**config.mk**
```make
export PLATFORM = sky130hd
export DESIGN_NAME = flop_share_ctrl
export DESIGN_NICKNAME = d
export VERILOG_FILES = /design/src/rtl/flop_share_ctrl.sv
export SDC_FILE = /design/constraint.sdc
export NUM_CORES = 1
export LEC_CHECK = 0
export ABC_CLOCK_PERIOD_IN_PS = 3100
export CAP_MARGIN = 10
export CORE_ASPECT_RATIO = 0.6
export CORE_MARGIN = 2
export CORE_UTILIZATION = 35
export DETAILED_ROUTE_END_ITERATION = 8
export PLACE_DENSITY = 0.73
export SYNTH_ARGS = -nofsm -noshare
export SYNTH_HDL_FRONTEND = slang
export SYNTH_SLANG_ARGS = --single-unit
```
**constraint.sdc**
```tcl
create_clock -name clk -period 3.1 [get_ports clk]
set_input_delay 0.62 -clock clk [delete_from_list [all_inputs] [get_ports clk]]
set_output_delay 0.62 -clock clk [all_outputs]
set_load 0.02 [all_outputs]
```
**src/rtl/flop_share_ctrl.sv**
```systemverilog
// Round-robin front end that time-shares one combinational 13-bit float adder
// among NREQ requesters: accept operands, let the adder settle, capture, respond.
module flop_share_ctrl #(
  parameter int W    = 13,
  parameter int NREQ = 4,
  parameter int CNTW = 16
) (
  input  logic               clk,
  input  logic               reset,
  input  logic [NREQ-1:0]    req_valid,
  output logic [NREQ-1:0]    req_ready,
  input  logic [NREQ*W-1:0]  req_a,
  input  logic [NREQ*W-1:0]  req_b,
  output logic [NREQ-1:0]    rsp_valid,
  input  logic [NREQ-1:0]    rsp_ready,
  output logic [W-1:0]       rsp_data,
  output logic [W-1:0]       add_a,
  output logic [W-1:0]       add_b,
  input  logic [W-1:0]       add_sum,
  output logic               busy,
  output logic [CNTW-1:0]    op_count,
  output logic [1:0]         dbgState
);

  localparam int IDW = (NREQ > 1) ? $clog2(NREQ) : 1;

  typedef enum logic [1:0] {IDLE, ISSUE, CAPTURE, RESP} state_t;

  state_t          state, stateNext;
  logic [IDW-1:0]  rrPtr, idReg, grantIdx, nextPtr;
  logic            grantFound, rspFire;
  logic [NREQ-1:0] grantOneHot, rspValidReg;
  logic [W-1:0]    aReg, bReg, resReg, selA, selB;
  logic [CNTW-1:0] opCount;
  int              cand;

  // Handshakes (req and rsp): a transfer happens on the rising edge where
  // valid and ready are both high; rsp_valid/rsp_data hold until that edge.

  // First valid requester at or after rrPtr, wrapping modulo NREQ.
  always_comb begin
    grantIdx   = '0;
    grantFound = 1'b0;
    cand       = 0;
    for (int k = 0; k < NREQ; k++) begin
      cand = int'(rrPtr) + k;
      if (cand >= NREQ) cand = cand - NREQ;
      if (!grantFound && req_valid[cand[IDW-1:0]]) begin
        grantIdx   = cand[IDW-1:0];
        grantFound = 1'b1;
      end
    end
  end

  assign grantOneHot = NREQ'(1) << grantIdx;
  assign nextPtr     = (grantIdx == IDW'(NREQ - 1)) ? '0 : grantIdx + 1'b1;

  always_comb begin
    selA = '0;
    selB = '0;
    for (int k = 0; k < NREQ; k++) begin
      if (grantIdx == IDW'(k)) begin
        selA = req_a[k*W +: W];
        selB = req_b[k*W +: W];
      end
    end
  end

  // Only the granted requester's rsp_ready can complete the response.
  assign rspFire = (state == RESP) && rsp_ready[idReg];

  always_ff @(posedge clk or posedge reset) begin
    if (reset) state <= IDLE;
    else       state <= stateNext;
  end

  always_comb begin
    stateNext = state;
    req_ready = '0;
    case (state)
      IDLE: begin
        if (grantFound) begin
          req_ready = grantOneHot;
          stateNext = ISSUE;
        end
      end
      ISSUE:   stateNext = CAPTURE;
      CAPTURE: stateNext = RESP;
      RESP:    if (rspFire) stateNext = IDLE;
      default: stateNext = IDLE;
    endcase
  end

  always_ff @(posedge clk or posedge reset) begin
    if (reset) begin
      aReg        <= '0;
      bReg        <= '0;
      idReg       <= '0;
      rrPtr       <= '0;
      resReg      <= '0;
      rspValidReg <= '0;
      opCount     <= '0;
    end else begin
      if (state == IDLE && grantFound) begin
        aReg  <= selA;
        bReg  <= selB;
        idReg <= grantIdx;
        rrPtr <= nextPtr;
      end
      // Adder has had the whole ISSUE cycle to settle by this edge.
      if (state == CAPTURE) begin
        resReg      <= add_sum;
        rspValidReg <= NREQ'(1) << idReg;
      end
      if (rspFire) begin
        rspValidReg <= '0;
        opCount     <= opCount + 1'b1;
      end
    end
  end

  assign add_a     = aReg;
  assign add_b     = bReg;
  assign rsp_valid = rspValidReg;
  assign rsp_data  = resReg;
  assign busy      = (state != IDLE);
  assign op_count  = opCount;
  assign dbgState  = state;

endmodule
```
==> parameters.txt <==
Parameter                              Value

Placed design
  Pre-CTS setup slack ... -0.3425 ns
  HPWL reported at the end of detailed placement ... 8947 um
  Weighted congestion at the end of routability-driven global placement ... 0.8509
  Number of port buffers ... 192

Synth
  Flops & latches, synth ... 65
  Post-synthesis cell area ... 0.003560 mm2
  Commonest cells in the synthesized netlist ... 65 x dfrtp_1, 60 x a21oi_1, 38 x nor2_1
  Synth Flop Type ... dfrtp_1
  Yosys top cell area share ... 45.69%
  Count of warnings emitted by yosys ... 0
  Share of async-settable or async-resettable flops after synthesis ... 100.0%
  Most frequent cell after synthesis ... dfrtp_1
  Syn Area/Cell ... 9.621 um2
  Post-synth top area cell ... dfrtp_1
  Number of enable-type register cells in the synthesized netlist ... 0
  Top cells by area, synth ... dfrtp_1 46%, a21oi_1 8.4%, a221oi_1 6.4%, a211o_1 6.2%, mux2_2 4.4%
  Library cells used by synthesis ... 38
  Post-synthesis instance total ... 370
  Portion of the post-synthesis area used by sequential elements ... 45.69%
  Net Count, Synth ... 505

STA
  Setup ws final ... 0.05871 ns
  Final count of pins violating max slew ... 0
  Hold Violations, Final ... 0
  Fmax ... 328.8 MHz
  Setup-violating endpoint count in the final report ... 0
  Min Hold Slack ... 0.4955 ns
  Pin slew with the least headroom to its limit ... 0.9847 ns
  Final Critical Period ... 3.041 ns
  Fin crit share ... 98.11%
  RSZ-0062 raised after global routing ... no
  Clock Skew ... 0.006017 ns
  Worst relative slew slack ... 34.35%
  Setup TNS ... 0 ns

Worst setup path
  Cell Chain, Critical Path ... clkdlybuf4s50_1 -> or4_4 -> nand2_1 -> buf_4 -> ha_2 -> and3_1 -> buf_4
  Arr. time, crit path ... 2.42 ns
  Worst-path maximum fanout ... 5
  Capturing element type of the critical path ... output pin
  Critical-path cell with the highest stage delay ... or4_4
  Max stage delay on crit path ... 0.54 ns
  Most prevalent standard cell on the critical path ... buf_4
  Kind of launch point of the worst setup path ... input port
  Crit path kind ... in2out
  Required time reported for the critical path endpoint ... 2.48 ns

Global route
  Wire length of the first global-routing pass ... 18,600 um
  Overall routing resource usage ... 22.02%
  GR Overflow Total ... 0
  Number of global-route vias before repair ... 3,576
  Antenna violations before repair ... 0
  Pin count of the biggest net entering global routing ... 53

Detailed routing
  Detailed-router iteration count before antenna repair ... 4
  Number of DRC markers in iteration 0 ... 114
  Total routed wire length on the met1 layer ... 5417 um
  Length of routed met3 wiring ... 849 um
  Residual antenna-violating net count after detailed routing ... 0
  Highest layer used for signal routing ... met4
  Met2 wire len ... 5546 um
  Average detailed-routed wire length per instance ... 17.01 um
  Number of vias in the routed layout ... 3,579
  Final routed wirelength across all metal layers ... 11,990 um
  Detailed-route DRC error count ... 0
  Via count normalized by instance count ... 5.077

Clock network
  CTS tree ... built
  TritonCTS Buffers ... 9
  Clock transition at path regs ... 0.06 ns
  Number of sinks handled by clock tree synthesis ... 65
  Clock latency on the worst-skew pair ... 0.33 ns
  Bufs on Longest Clock Path ... 2
  H-tree lvl count ... 3
  Clock root buffer ... clkbuf_16
  Hold bufs inserted after CTS ... 0

Final layout
  Fraction of layout instances using a drive strength above 1 ... 10.88%
  Count of nets after finishing ... 700
  Area added between synthesis and finish ... 68.86%
  Number of fillers in the final layout ... 843
  FF/Latch Area ... 0.001627 mm2
  Antenna fix cells ... 0
  Final Util ... 60.84%
  Multi-input gate area in the final layout ... 0.001684 mm2

Run status
  Result of the run ... finished, final reports clean

Die
  Die height ... 82.12 um
  Top-level I/O count ... 193
  Total Die Area ... 0.01102 mm2
  Effective utilization at floorplan ... 36.03%
  Row cnt ... 28
  Core region area ... 0.009879 mm2
  Horizontal die dimension ... 134.2 um

Pwr
  IR Drop Worst-Case VDD ... 0.0005290 V
  Total power divided by cell area ... 959.5 mW/mm2
  Pwr Total ... 5767 uW
  Leakage ... 0.002594 uW

Worst hold path
  HP Class ... reg2reg

Run
  Maximum capacitance violations ... 0
## critical path: cells and delay by family
family                     cells  cell delay (ns)
adders and majority gates      1             0.22
buffers and inverters          3             0.76
and+or+nand+nor                3             0.82
## cell type report
type / count / share of cell area, %
tap: 135 / 2.810
inverter: 34 / 2.123
timing repair buffer: 210 / 34.66
multi-input combinational: 245 / 28.02
clock inverter: 6 / 1.520
clock buffer: 10 / 3.809
sequential: 65 / 27.06
## per-layer routing
metal  global-route usage [%]  up-vias
li1                         -     1712
met1                    28.25     1731
met2                    36.12      125
met3                    6.777       11
met4                    7.158        0
met5                        0        -
## power breakdown
part / total [uW] / internal (uW) / leakage (uW) / switching [uW]
combinational: 3200 / 1560 / 0.00167 / 1640
sequential: 1480 / 1220 / 0.000783 / 260
clock: 1090 / 707 / 0.000145 / 388
## per-stage QoR
| stage | instance area [um2] | cells |
|---|---|---|
| floorplan | 3560 | 370 |
| global placement | 5687 | 689 |
| detailed placement | 5687 | 689 |
| CTS | 6012 | 705 |
| global route | 6011 | 705 |
| finish | 6011 | 705 |
## sequential cells by signal, indices dropped and copies added (netlist names)
register,cells
add_a,13
add_b,13
dbgState,2
idReg,2
op_count,16
rrPtr,2
rsp_data,13
rsp_valid,4
## worst paths after layout
check                              from            to  slack [ns]  cells past startpoint
setup / recovery           req_valid[2]  req_ready[2]        0.06                      7
hold / removal             op_count[15]  op_count[15]        0.50                      1
setup reg to reg               rrPtr[0]     add_b[11]        0.61                     11
hold reg to reg            op_count[15]  op_count[15]        0.50                      1
max in group asynchronous         reset     add_a[12]        1.71                      3
min in group asynchronous         reset   rsp_data[4]        0.73                      2
## cell families after synthesis
| logic type | Yosys count | synth area share, % |
|---|---|---|
| multiplexers | 17 | 5.659 |
| XOR/XNOR | 15 | 3.691 |
| AO/OA/AOI/OAI | 120 | 22.81 |
| adder cells (fa/ha/maj) | 8 | 2.812 |
| buffers and inverters | 60 | 7.627 |
| flip-flops | 65 | 45.69 |
| AND/OR/NAND/NOR | 85 | 11.70 |
## cells in the final DEF, fill, tap and decap left out, drive strengths merged, types with 3 or more instances in the layout
cell,n
nand2,10
a21oi,60
nand2b,8
ha,8
nand3,5
buf,20
a211o,25
clkinvlp,3
xor2,6
clkdlybuf4s50,185
inv,35
xnor2,9
and3,7
a221oi,26
and2,3
clkbuf,11
mux2,15
nor2,38
dfrtp,65
nand4,7
## repair_timing
action                                 CTS  global route
buffers inserted                         0             0
setup endpoints to repair                4             7
gates resized for setup                 11             7
endpoints found under the hold margin    0             0
pin swaps                                0             1
Note: power is estimated with default switching activity, not from simulation.
